[src/rtl/maxnet_input_loader_if.sv]
// ---------------------------------------------------------------------------
// maxnet_input_loader_if
//   Valid/ready sample stream that feeds the maxnet input loader.
//   Parameter:
//     W         sample width in bits (IEEE-754 single by default)
//   Signals:
//     in_valid  producer has a sample on in_data
//     in_data   sample value
//     in_ready  consumer accepts the sample on this cycle
//   Modports:
//     master    upstream producer (drives valid/data, observes ready)
//     slave     the loader (observes valid/data, drives ready)
// ---------------------------------------------------------------------------
interface maxnet_input_loader_if #(
    parameter int W = 32
);
    logic         in_valid;
    logic [W-1:0] in_data;
    logic         in_ready;

    modport master (
        output in_valid,
        output in_data,
        input  in_ready
    );

    modport slave (
        input  in_valid,
        input  in_data,
        output in_ready
    );
endinterface

[src/rtl/maxnet_input_loader.sv]
// ---------------------------------------------------------------------------
// maxnet_input_loader
//   Upstream feeder for the maxnet core. Collects N candidate activations,
//   one per cycle, from a valid/ready stream into a register bank that is
//   presented in parallel on x_flat. Once the bank is full it pulses start
//   for one cycle, freezes x_flat while maxnet works, and reopens for the
//   next batch when maxnet reports mx_done.
//
//   Parameters:
//     N          candidates per batch (>= 2)
//     W          candidate width in bits
//   Ports:
//     clk        system clock, rising edge
//     rst        asynchronous, active-low reset
//     stream     sample stream (slave side: in_valid, in_data, in_ready)
//     x_flat     slot i on bits [i*W +: W]
//     start      one-cycle start pulse to maxnet
//     mx_done    maxnet done (level or pulse), honoured only while waiting
//     busy       batch handed off, waiting for mx_done
//     fill_cnt   slots filled in the current batch (reads N once full)
//     batch_cnt  completed batches, wraps 16'hFFFF -> 0
//
//   Build option:
//     MAXNET_LOADER_CLAMP_EN  when defined, samples with the sign bit set
//                             are stored as +0.0 because maxnet needs
//                             non-negative activations; otherwise samples
//                             are stored bit-exact.
// ---------------------------------------------------------------------------
module maxnet_input_loader #(
    parameter  int N  = 4,
    parameter  int W  = 32,
    localparam int CW = $clog2(N + 1)
) (
    input  logic                  clk,
    input  logic                  rst,
    maxnet_input_loader_if.slave  stream,
    output logic [N*W-1:0]        x_flat,
    output logic                  start,
    input  logic                  mx_done,
    output logic                  busy,
    output logic [CW-1:0]         fill_cnt,
    output logic [15:0]           batch_cnt
);

    typedef enum logic [1:0] {
        S_FILL = 2'd0,
        S_FIRE = 2'd1,
        S_WAIT = 2'd2
    } state_t;

    state_t       state;
    logic         ready_q;
    logic [W-1:0] sample;

    // Value actually written into a slot.
`ifdef MAXNET_LOADER_CLAMP_EN
    assign sample = stream.in_data[W-1] ? '0 : stream.in_data;
`else
    assign sample = stream.in_data;
`endif

    assign stream.in_ready = ready_q;

    // Single FSM block. in_ready, start and busy are registered alongside
    // the state so they track the state register only and never depend
    // combinationally on in_valid or mx_done. ready_q resets high so the
    // loader is ready as soon as rst is released.
    always_ff @(posedge clk or negedge rst) begin
        if (!rst) begin
            state     <= S_FILL;
            ready_q   <= 1'b1;
            start     <= 1'b0;
            busy      <= 1'b0;
            x_flat    <= '0;
            fill_cnt  <= '0;
            batch_cnt <= '0;
        end else begin
            case (state)
                S_FILL: begin
                    if (stream.in_valid) begin
                        for (int i = 0; i < N; i++) begin
                            if (fill_cnt == CW'(i)) begin
                                x_flat[i*W +: W] <= sample;
                            end
                        end
                        fill_cnt <= fill_cnt + 1'b1;
                        // Last slot written: hand the bank to maxnet.
                        if (fill_cnt == CW'(N - 1)) begin
                            state   <= S_FIRE;
                            ready_q <= 1'b0;
                            start   <= 1'b1;
                            busy    <= 1'b1;
                        end
                    end
                end

                S_FIRE: begin
                    state <= S_WAIT;
                    start <= 1'b0;
                end

                S_WAIT: begin
                    if (mx_done) begin
                        state     <= S_FILL;
                        ready_q   <= 1'b1;
                        busy      <= 1'b0;
                        fill_cnt  <= '0;
                        batch_cnt <= batch_cnt + 16'd1;
                    end
                end

                default: begin
                    state   <= S_FILL;
                    ready_q <= 1'b1;
                    start   <= 1'b0;
                    busy    <= 1'b0;
                end
            endcase
        end
    end

endmodule

[src/flat_wrapper.sv]
// flat-port wrapper written by rule: the top's interface ports become plain ports
module maxnet_input_loader_flat 
#(
    parameter  int N  = 4,
    parameter  int W  = 32,
    localparam int CW = $clog2(N + 1)
)
  (clk, rst, x_flat, start, mx_done, busy, fill_cnt, batch_cnt, stream_in_valid, stream_in_data, stream_in_ready);
  maxnet_input_loader_if #(.W(W)) stream_i ();
  input  logic clk;
  input  logic rst;
  output logic [N*W-1:0] x_flat;
  output logic start;
  input  logic mx_done;
  output logic busy;
  output logic [CW-1:0] fill_cnt;
  output logic [15:0] batch_cnt;
  input wire logic [$bits(stream_i.in_valid)-1:0] stream_in_valid;
  input wire logic [$bits(stream_i.in_data)-1:0] stream_in_data;
  output wire logic [$bits(stream_i.in_ready)-1:0] stream_in_ready;
  assign stream_i.in_valid = stream_in_valid;
  assign stream_i.in_data = stream_in_data;
  assign stream_in_ready = stream_i.in_ready;
  maxnet_input_loader #(.N(N), .W(W)) u_core (.clk(clk), .rst(rst), .stream(stream_i), .x_flat(x_flat), .start(start), .mx_done(mx_done), .busy(busy), .fill_cnt(fill_cnt), .batch_cnt(batch_cnt));
endmodule
[config.mk]
export PLATFORM = sky130hd
export DESIGN_NAME = maxnet_input_loader_flat
export DESIGN_NICKNAME = d
export VERILOG_FILES = /design/src/rtl/maxnet_input_loader_if.sv /design/src/rtl/maxnet_input_loader.sv /design/src/flat_wrapper.sv
export SDC_FILE = /design/constraint.sdc
export NUM_CORES = 1
export LEC_CHECK = 0
export CORE_UTILIZATION = 40
export CTS_BUF_LIST = sky130_fd_sc_hd__clkbuf_8
export DETAILED_ROUTE_END_ITERATION = 10
export PLACE_DENSITY = 0.7
export REMOVE_ABC_BUFFERS = 1
export SLEW_MARGIN = 30
export SYNTH_ARGS = -nofsm -noshare
export SYNTH_HDL_FRONTEND = slang
export SYNTH_SLANG_ARGS = --single-unit
export TNS_END_PERCENT = 1
[constraint.sdc]
create_clock -name clk -period 2.15 [get_ports clk]
set_clock_uncertainty 0.15 [all_clocks]
set_input_delay 0.43 -clock clk [delete_from_list [all_inputs] [get_ports clk]]
set_output_delay 0.43 -clock clk [all_outputs]
set_load 0.005 [all_outputs]
## Yosys cells after proc, flatten, opt, wreduce, memory -nomap -nowiden

Index checks and enable logic that the tools add are counted.

| operators by class | value |
|---|---|
| add/sub/neg operators | 2 |
| eq/ne operators | 8 |
| multiplexer cells | 16 |
| bitwise operators | 2 |
| reduce and logical (&&, ||, !) cells | 12 |

Operators with widths:

| operator | number |
|---|---|
| $reduce_and A3 Y1 | 7 |
| $add A16 B1 Y16 const B | 1 |
| $eq A3 B2 Y1 const B | 2 |
| $mux W1 | 6 |
| $mux W2 | 3 |
| $mux W3 | 2 |
| $pmux W1 S3 | 2 |
| $pmux W2 S3 | 1 |
| $pmux W3 S2 | 1 |
| $ne A2 B2 Y1 const B | 2 |
| $reduce_and A4 Y1 | 1 |
| $add A3 B1 Y3 const B | 1 |
| $eq A3 B1 Y1 const B | 1 |
| $logic_not A3 Y1 | 1 |
| $eq A2 B1 Y1 const B | 1 |
| $eq A2 B2 Y1 const B | 1 |
| $logic_not A2 Y1 | 1 |
| $ne A2 B1 Y1 const B | 1 |
| $not A1 Y1 | 2 |
| $pmux W1 S2 | 1 |
| $reduce_and A2 Y1 | 1 |
| $reduce_bool A2 Y1 | 1 |

| word-level totals | value |
|---|---|
| register bits after elaboration | 152 |
| input bits | 36 |
| output and inout bits | 150 |
| logic and storage cells | 50 |

## Longest topological paths before layout

Gate-level depths: netlist of the first run.

| logic depth | value |
|---|---|
| depth after elaboration | 4 |
| depth in mapped cells | 6 |
| mapped depth without buffers | 5 |

## Worst setup path before layout of the first run

OpenSTA, ideal clock, no wires.

| timing path | value |
|---|---|
| kind | register to register |
| start | register u_core.fill_cnt[0] |
| end | register u_core.x_flat[100] |
| setup time | 125 ps |
| data arrival time | 1505 ps |
| data required time | 1875 ps |
| path slack | 370 ps |
| stages on the path, launching flop included | 7 |
| path buffers | 2 |
| clock period less this slack | 1780 ps |
| cells stage by stage | dfrtp_1 > ha_1 > ha_1 > and3_1 > buf_4 > buf_6 > mux2_2 |

| on the way | value |
|---|---|
| word-level cells in the longest chain between the ends | 2 |

RTL lines:

| what | RTL line | source |
|---|---|---|
| from (decl) | maxnet_input_loader.sv:41 | `output logic [CW-1:0] fill_cnt,` |
| from (signal assigned) | maxnet_input_loader.sv:86 | `fill_cnt <= fill_cnt + 1'b1;` |
| $eq A3 B2 Y1 | maxnet_input_loader.sv:82 | `if (fill_cnt == CW'(i)) begin` |
| $reduce_and A3 Y1 (no source line) | - |  |
| to (signal, indexed assignment) | maxnet_input_loader.sv:83 | `x_flat[i*W +: W] <= sample;` |
| to (decl) | maxnet_input_loader.sv:37 | `output logic [N*W-1:0] x_flat,` |

No other way between the ends.
A chain may end at the register's enable or synchronous reset.

## Worst setup path in the final report of the first run

| timing path | value |
|---|---|
| start | register u_core.ready_q, in the netlist u_core.stream.in_ready |
| end | output port stream_in_ready |

RTL lines:

| what | RTL line | source |
|---|---|---|
| from (decl) | maxnet_input_loader.sv:52 | `logic ready_q;` |
| from (signal assigned) | maxnet_input_loader.sv:71 | `ready_q <= 1'b1;` |
| from (signal assigned) | maxnet_input_loader.sv:90 | `ready_q <= 1'b0;` |
| from (signal assigned) | maxnet_input_loader.sv:105 | `ready_q <= 1'b1;` |
| to (decl) | flat_wrapper.sv:20 | `output wire logic [$bits(stream_i.in_ready)-1:0] stream_in_ready;` |

No word-level cell between the ends.

==> results of run 1 <==
[cell usage in the layout, fill, tap and decap left out, types with 4 or more instances in the layout]
cell / Yosys / routed
buf_4: 2 / 9
mux2_2: 125 / 125
mux2_1: 6 / 6
clkdlybuf4s50_1: 0 / 184
inv_1: 8 / 9
xnor2_1: 7 / 7
ha_1: 6 / 6
clkbuf_8: 0 / 21
xor2_1: 8 / 8
nor2_1: 5 / 5
dfrtp_1: 151 / 150
nand2_1: 8 / 8
nor3_1: 7 / 7
bufinv_16: 0 / 4
buf_12: 0 / 8
clkinvlp_4: 0 / 5
[timing repair]
item	in CTS	in global routing
hold buffers	1	0
endpoints found under the setup margin	0	1
gates resized for setup	0	1
endpoints found under the hold margin	43	0
[final cells by class]
type	count	share of cell area, %
flip-flops and latches	152	44.3
clock inverters	11	1.98
multi-input cells	200	23.1
well taps	184	2.68
inverters	8	0.349
repair buffers	203	24.3
clock buffers	21	3.36
[logic make-up (layout without fill, tap and decap cells)]
family,after synthesis,count (layout),share of synthesized area [%]
AO/OA/AOI/OAI,10,10,1.06
flip-flops,152,152,64.3
adder cells (fa/ha/maj),6,6,1.27
AND/OR/NAND/NOR,38,38,4.04
buffers and inverters,23,243,2.18
XOR/XNOR,15,15,2.22
multiplexers,131,131,24.9
[report_power, final]
part | leakage, nW | switching [mW] | internal [mW]
logic | 1.64 | 1.69 | 3.63
registers | 1.83 | 0.751 | 4.19
clock network | 0.218 | 1.04 | 1.39
total | 3.69 | 3.47 | 9.21
[flip-flops by register name (all words and copies together), names as in the netlist]
name,count
u_core.state,2
u_core.start,1
u_core.batch_cnt,16
u_core.x_flat,128
u_core.fill_cnt,3
u_core.busy,1
u_core.stream.in_ready,1
[worst max path at each step]
| stage | startpoint | endpoint | slack (ps) | depth (start not counted) |
|---|---|---|---|---|
| global route | u_core.stream.in_ready$_DFFE_PN1P_ | stream_in_ready | 4 | 1 |
| global placement | stream_in_valid | u_core.x_flat[116]$_DFFE_PN0P_ | -60 | 5 |
| floorplan | u_core.fill_cnt[0]$_DFFE_PN0P_ | u_core.x_flat[100]$_DFFE_PN0P_ | -100 | 4 |
| CTS | u_core.stream.in_ready$_DFFE_PN1P_ | stream_in_ready | 10 | 1 |
| detailed placement | stream_in_valid | u_core.x_flat[120]$_DFFE_PN0P_ | -90 | 5 |
| finish | u_core.stream.in_ready$_DFFE_PN1P_ | stream_in_ready | 60 | 1 |
[per-layer routing]
metal,up-vias,share of wire [%]
met3,18,7.4
met1,1972,42
met5,-,0
met2,130,49
met4,0,1.8
li1,1733,-
==> impl_results.md, run 1 <==
* Power Total at between 10 and 15 mW
* Post-synth EDFFs at 0
* Num rows at 44
* GRT Overall Usage at between 10% and 20%
* CP endpoint kind: output port
* Detailed-route via count at between 3000 and 4000
* Worst R2R Path Depth at 5
* Most used routing layer: met2
* Yosys warns at 0
* Ranking of synthesized cells by area: dfrtp_1 (64%), mux2_2 (24%), ha_1 (1.3%)
* Worst-Margin Slew at 471 ps
* Critical path peak fanout at 3
* CTS root buf: clkbuf_8
* GR Util met3 at between 6 and 7%
* Tmin final at roughly 2100 ps
* Detail Route Antenna Nets at 0
* Nets at 624
* Hold Vio Cnt, Final at 0
* FF-to-FF End: u_core.x_flat[120]$_DFFE_PN0P_
* Drt pass-1 iters at 4
* IO Count at approximately 190
* Met2 Use GR at a little under a third
* Hold Path Class: reg -> reg
* GRT overflow at 0
* Required time worst endpoint at 1570 ps
* Share of cells above drive strength 1 at between 30% and 40%
* Avg Cell Area, Syn at 15.8 um2
* DP Area at around 8000 um2
* RSZ-0062 raised after global routing: no
* Reg-to-reg startpoint: u_core.fill_cnt[1]$_DFFE_PN0P_
* Startpoint Class: register
* Worst-path clk slew at 80 ps
* Wire per inst at roughly 18 um
* Clk Latency, worst-skew pair at ~440 ps
* Status: finished clean
* CP delay by family, top: flip-flops
* Worst path bufs/invs at 1
* First-pass GRT wire length at between 20000 and 25000 um
* Place WS at -89.5 ps
* Tcrit/Tclk final at ~97%
* Register-to-register setup slack at about 250 ps
* Pwr dens at between 1000 and 1500 nW/um2
* Global placer's final weighted congestion at between 0.8 and 0.9
* Sequential share of the synthesized area at between 60 and 70%
* Core ar. at around 14000 um2
* Synth area leader: dfrtp_1
* Cells after Synth at 375
* Synth cell types at 31
* Top-count cell post-synth: dfrtp_1
* Port Buffers at ~190
* Hold Path Stages at 1
* Fillers at 1153
* Finished Core Util at approximately three fifths
* Clock buffer count from CTS at 17
* Vias in the first global route at 3986
* Synth cell count leaders: dfrtp_1 (151), mux2_2 (125), buf_2 (10)
* Initial antenna violation count at 0
* Final setup TNS at 0 ps
* Antenna diode count at 0
* FMAX at between 400 and 500 MHz
* Final setup violation count at 0
* CP peak stage delay at about 550 ps
* Worst slew margin at roughly two thirds
* Final Max Tran Viols at 0
* Final worst slack at 59.9 ps
* Routed WL at about 14000 um
* Leak Pwr at 3.69 nW
* Crit-path cells: clkdlybuf4s50_1
* Main synth FF type: dfrtp_1
* Layout overhead on the synthesized area at 45.4%
* Hold path start: u_core.batch_cnt[15]$_DFFE_PN0P_
* Number of synthesized register bits at between 150 and 200
* HPWL reported at the end of detailed placement at slightly below 10000 um
* Iter 0 DRT Violations at 97
* Via-per-instance ratio at 4.95
* CTS tree: built
* Area of the multi-input gates at 1980 um2
* Inst Count DP at ~750
* CTS Sinks at about 150
* CP max-delay cell: dfstp_2
* Synth async-reset ratio at 100%
* Met1 Use GR at a little under a quarter
* Kind of critical path: reg -> out
* Hold slack at 334 ps
* Die ar. at about 15000 um2
* Largest net degree at the start of global routing at between 40 and 50
* Die H at 124 um
* CTS H-tree depth at 4
* Bufs on Longest Clock Path at 2
* Total setup buffers inserted after CTS at 0
* Hold endpoint: u_core.batch_cnt[15]$_DFFE_PN0P_
* Max VDD drop at roughly 0.62 mV
* Post-Syn Area at ~5900 um2
* Die width at between 100 and 150 um
* Max-Cap Viols at 0
* Crit path DAT at roughly 1500 ps
* Finished Layout Cells at slightly below 800
* Register Area at 3810 um2
* DRC Markers at 0
* Synth top area share at a little under two thirds
* Final Instance Area at ~8600 um2
* Starting Density at just over 40%
(Power assumes the default switching activity.)
==> inputs of run 2 (changes only) <==
CTS_BUF_LIST = unset   (was sky130_fd_sc_hd__clkbuf_8)
==> impl_results.md, run 2 (synthesized netlist as in run 1, its figures left out) <==
* Starting Density at 40.9% (unchanged)
* Hold Vio Cnt, Final at 0 (unchanged)
* Register-to-register setup slack at 250 ps (about the same)
* Drt pass-1 iters at 4 (unchanged)
* Most common cell after layout, fill and taps aside: clkdlybuf4s50_1
* RSZ-0062 raised after global routing: no
* Worst path bufs/invs at 1 (unchanged)
* Startpoint Class: register
* Die ar. at 15300 um2 (unchanged)
* Die H at 124 um (unchanged)
* Critical path peak fanout at 3 (unchanged)
* FMAX at 485 MHz (+1.3%)
* Place WS at -89.5 ps (unchanged)
* Kind of critical path: reg -> out
* CTS root buf: clkbuf_16
* Worst-path clk slew at 60 ps (-20 ps)
* HPWL reported at the end of detailed placement at 9860 um (unchanged)
* Via-per-instance ratio at 4.98 (+0.67%)
* GRT overflow at 0 (unchanged)
* CTS tree: built
* Tmin final at 2060 ps (-26.1 ps)
* Core ar. at 14500 um2 (unchanged)
* Area of the multi-input gates at 1980 um2 (unchanged)
* Worst slew margin at 68.4% (-0.15 points)
* Power Total at 13.5 mW (+6.5%)
* Met1 WL at 5730 um (-0.43%)
* Pwr dens at 1540 nW/um2 (+4.2%)
* Clk Latency, worst-skew pair at 420 ps (-20 ps)
* Detail Route Antenna Nets at 0 (unchanged)
* CP peak stage delay at 540 ps (about the same)
* DRC Markers at 0 (unchanged)
* Vias in the first global route at 4007 (+0.53%)
* Final setup violation count at 0 (unchanged)
* Die width at 124 um (unchanged)
* Num rows at 44 (unchanged)
* Share of cells above drive strength 1 at 30.9% (-0.17 points)
* Most frequent cells in the layout: clkdlybuf4s50_1 (184), dfrtp_1 (151), mux2_2 (125)
* Max VDD drop at 0.676 mV (+8.5%)
* Iter 0 DRT Violations at 112 (+15%)
* Fillers at 1123 (-2.6%)
* First-pass GRT wire length at 21500 um (+1.2%)
* Final Instance Area at 8790 um2 (+2.2%)
* Initial antenna violation count at 0 (unchanged)
* Final Max Tran Viols at 0 (unchanged)
* DP Area at 8130 um2 (unchanged)
* CP max-delay cell: dfstp_2
* Wire per inst at 18.1 um (+1.8%)
* Final worst slack at 86.0 ps (+26.1 ps)
* Worst-Margin Slew at 474 ps (+2.23 ps)
* Met2 Wirelength at 6980 um (+3.0%)
* Hold Path Class: reg -> reg
* Top reg by flops: u_core.x_flat
* CTS Sinks at 152 (unchanged)
* Number of flip-flops in the largest register at 128 (unchanged)
* Largest regs: u_core.x_flat (128), u_core.batch_cnt (16), u_core.fill_cnt (3)
* Largest net degree at the start of global routing at 49 (unchanged)
* Port Buffers at 185 (unchanged)
* CTS H-tree depth at 4 (unchanged)
* Crit path DAT at 1480 ps (-30 ps)
* Top sig layer: met4
* Hold slack at 333 ps (-0.548 ps)
* Register Area at 3800 um2 (about the same)
* Tcrit/Tclk final at 96.0% (-1.2 points)
* Max-Cap Viols at 0 (unchanged)
* Routed WL at 14100 um (+1.8%)
* Clock buffer count from CTS at 17 (unchanged)
* GRT Overall Usage at 19.2% (+0.30 points)
* IO Count at 186 (unchanged)
* Required time worst endpoint at 1570 ps (about the same)
* Status: finished clean
* Antenna diode count at 0 (unchanged)
* CP endpoint kind: output port
* Finished Core Util at 60.7% (+1.3 points)
* Layout overhead on the synthesized area at 48.6%
* Bufs on Longest Clock Path at 2 (unchanged)
* CP delay by family, top: flip-flops
* Leak Pwr at 3.78 nW (+2.3%)
* Nets at 624 (unchanged)
* Global placer's final weighted congestion at 0.823 (unchanged)
* Hold_buf cts at 1 (unchanged)
* Met3 wire length at 1090 um (+6.3%)
* Detailed-route via count at 3879 (+0.67%)
* Crit-path cells: clkdlybuf4s50_1
* Post_cts resized at 0 (unchanged)
* Total setup buffers inserted after CTS at 0 (unchanged)
-- run 2: path summary, 6_finish.rpt --
path | start | to | cells past startpoint
worst max register to register | u_core.fill_cnt[1]$_DFFE_PN0P_ | u_core.x_flat[120]$_DFFE_PN0P_ | 5
worst max-delay path | u_core.stream.in_ready$_DFFE_PN1P_ | stream_in_ready | 1
worst min register to register | u_core.batch_cnt[15]$_DFFE_PN0P_ | u_core.batch_cnt[15]$_DFFE_PN0P_ | 1
min in group asynchronous | rst | u_core.batch_cnt[6]$_DFFE_PN0P_ | 2
max in group asynchronous | rst | u_core.x_flat[93]$_DFFE_PN0P_ | 3
worst min-delay path | u_core.batch_cnt[15]$_DFFE_PN0P_ | u_core.batch_cnt[15]$_DFFE_PN0P_ | 1
-- run 2: cell type report --
type	instances	area share (%)
clock buffer	22	5.51
clock inverter	10	1.89
inverter	8	0.342
multi-input combinational	200	22.6
sequential	152	43.3
tap	184	2.62
timing repair buffer	203	23.8
-- run 2: routing by layer --
| metal | vias to the layer above | track usage, % |
|---|---|---|
| li1 | 1735 | - |
| met1 | 1986 | 23.1 |
| met2 | 133 | 31.1 |
| met3 | 25 | 7.14 |
| met4 | 0 | 7.68 |
| met5 | - | 0 |
-- run 2: power by group --
group	internal [mW]	switching (mW)	total [mW]
Clock	2.07	1.15	3.22
Sequential	4.20	0.761	4.96
Combinational	3.63	1.69	5.32
-- run 2: per-stage QoR --
step / cells / setup TNS, ps
after floorplan: 360 / -3340
after CTS: 779 / 0
after global routing: 779 / 0
after detailed placement: 746 / -2260
final: 779 / 0
after global placement: 746 / -1880
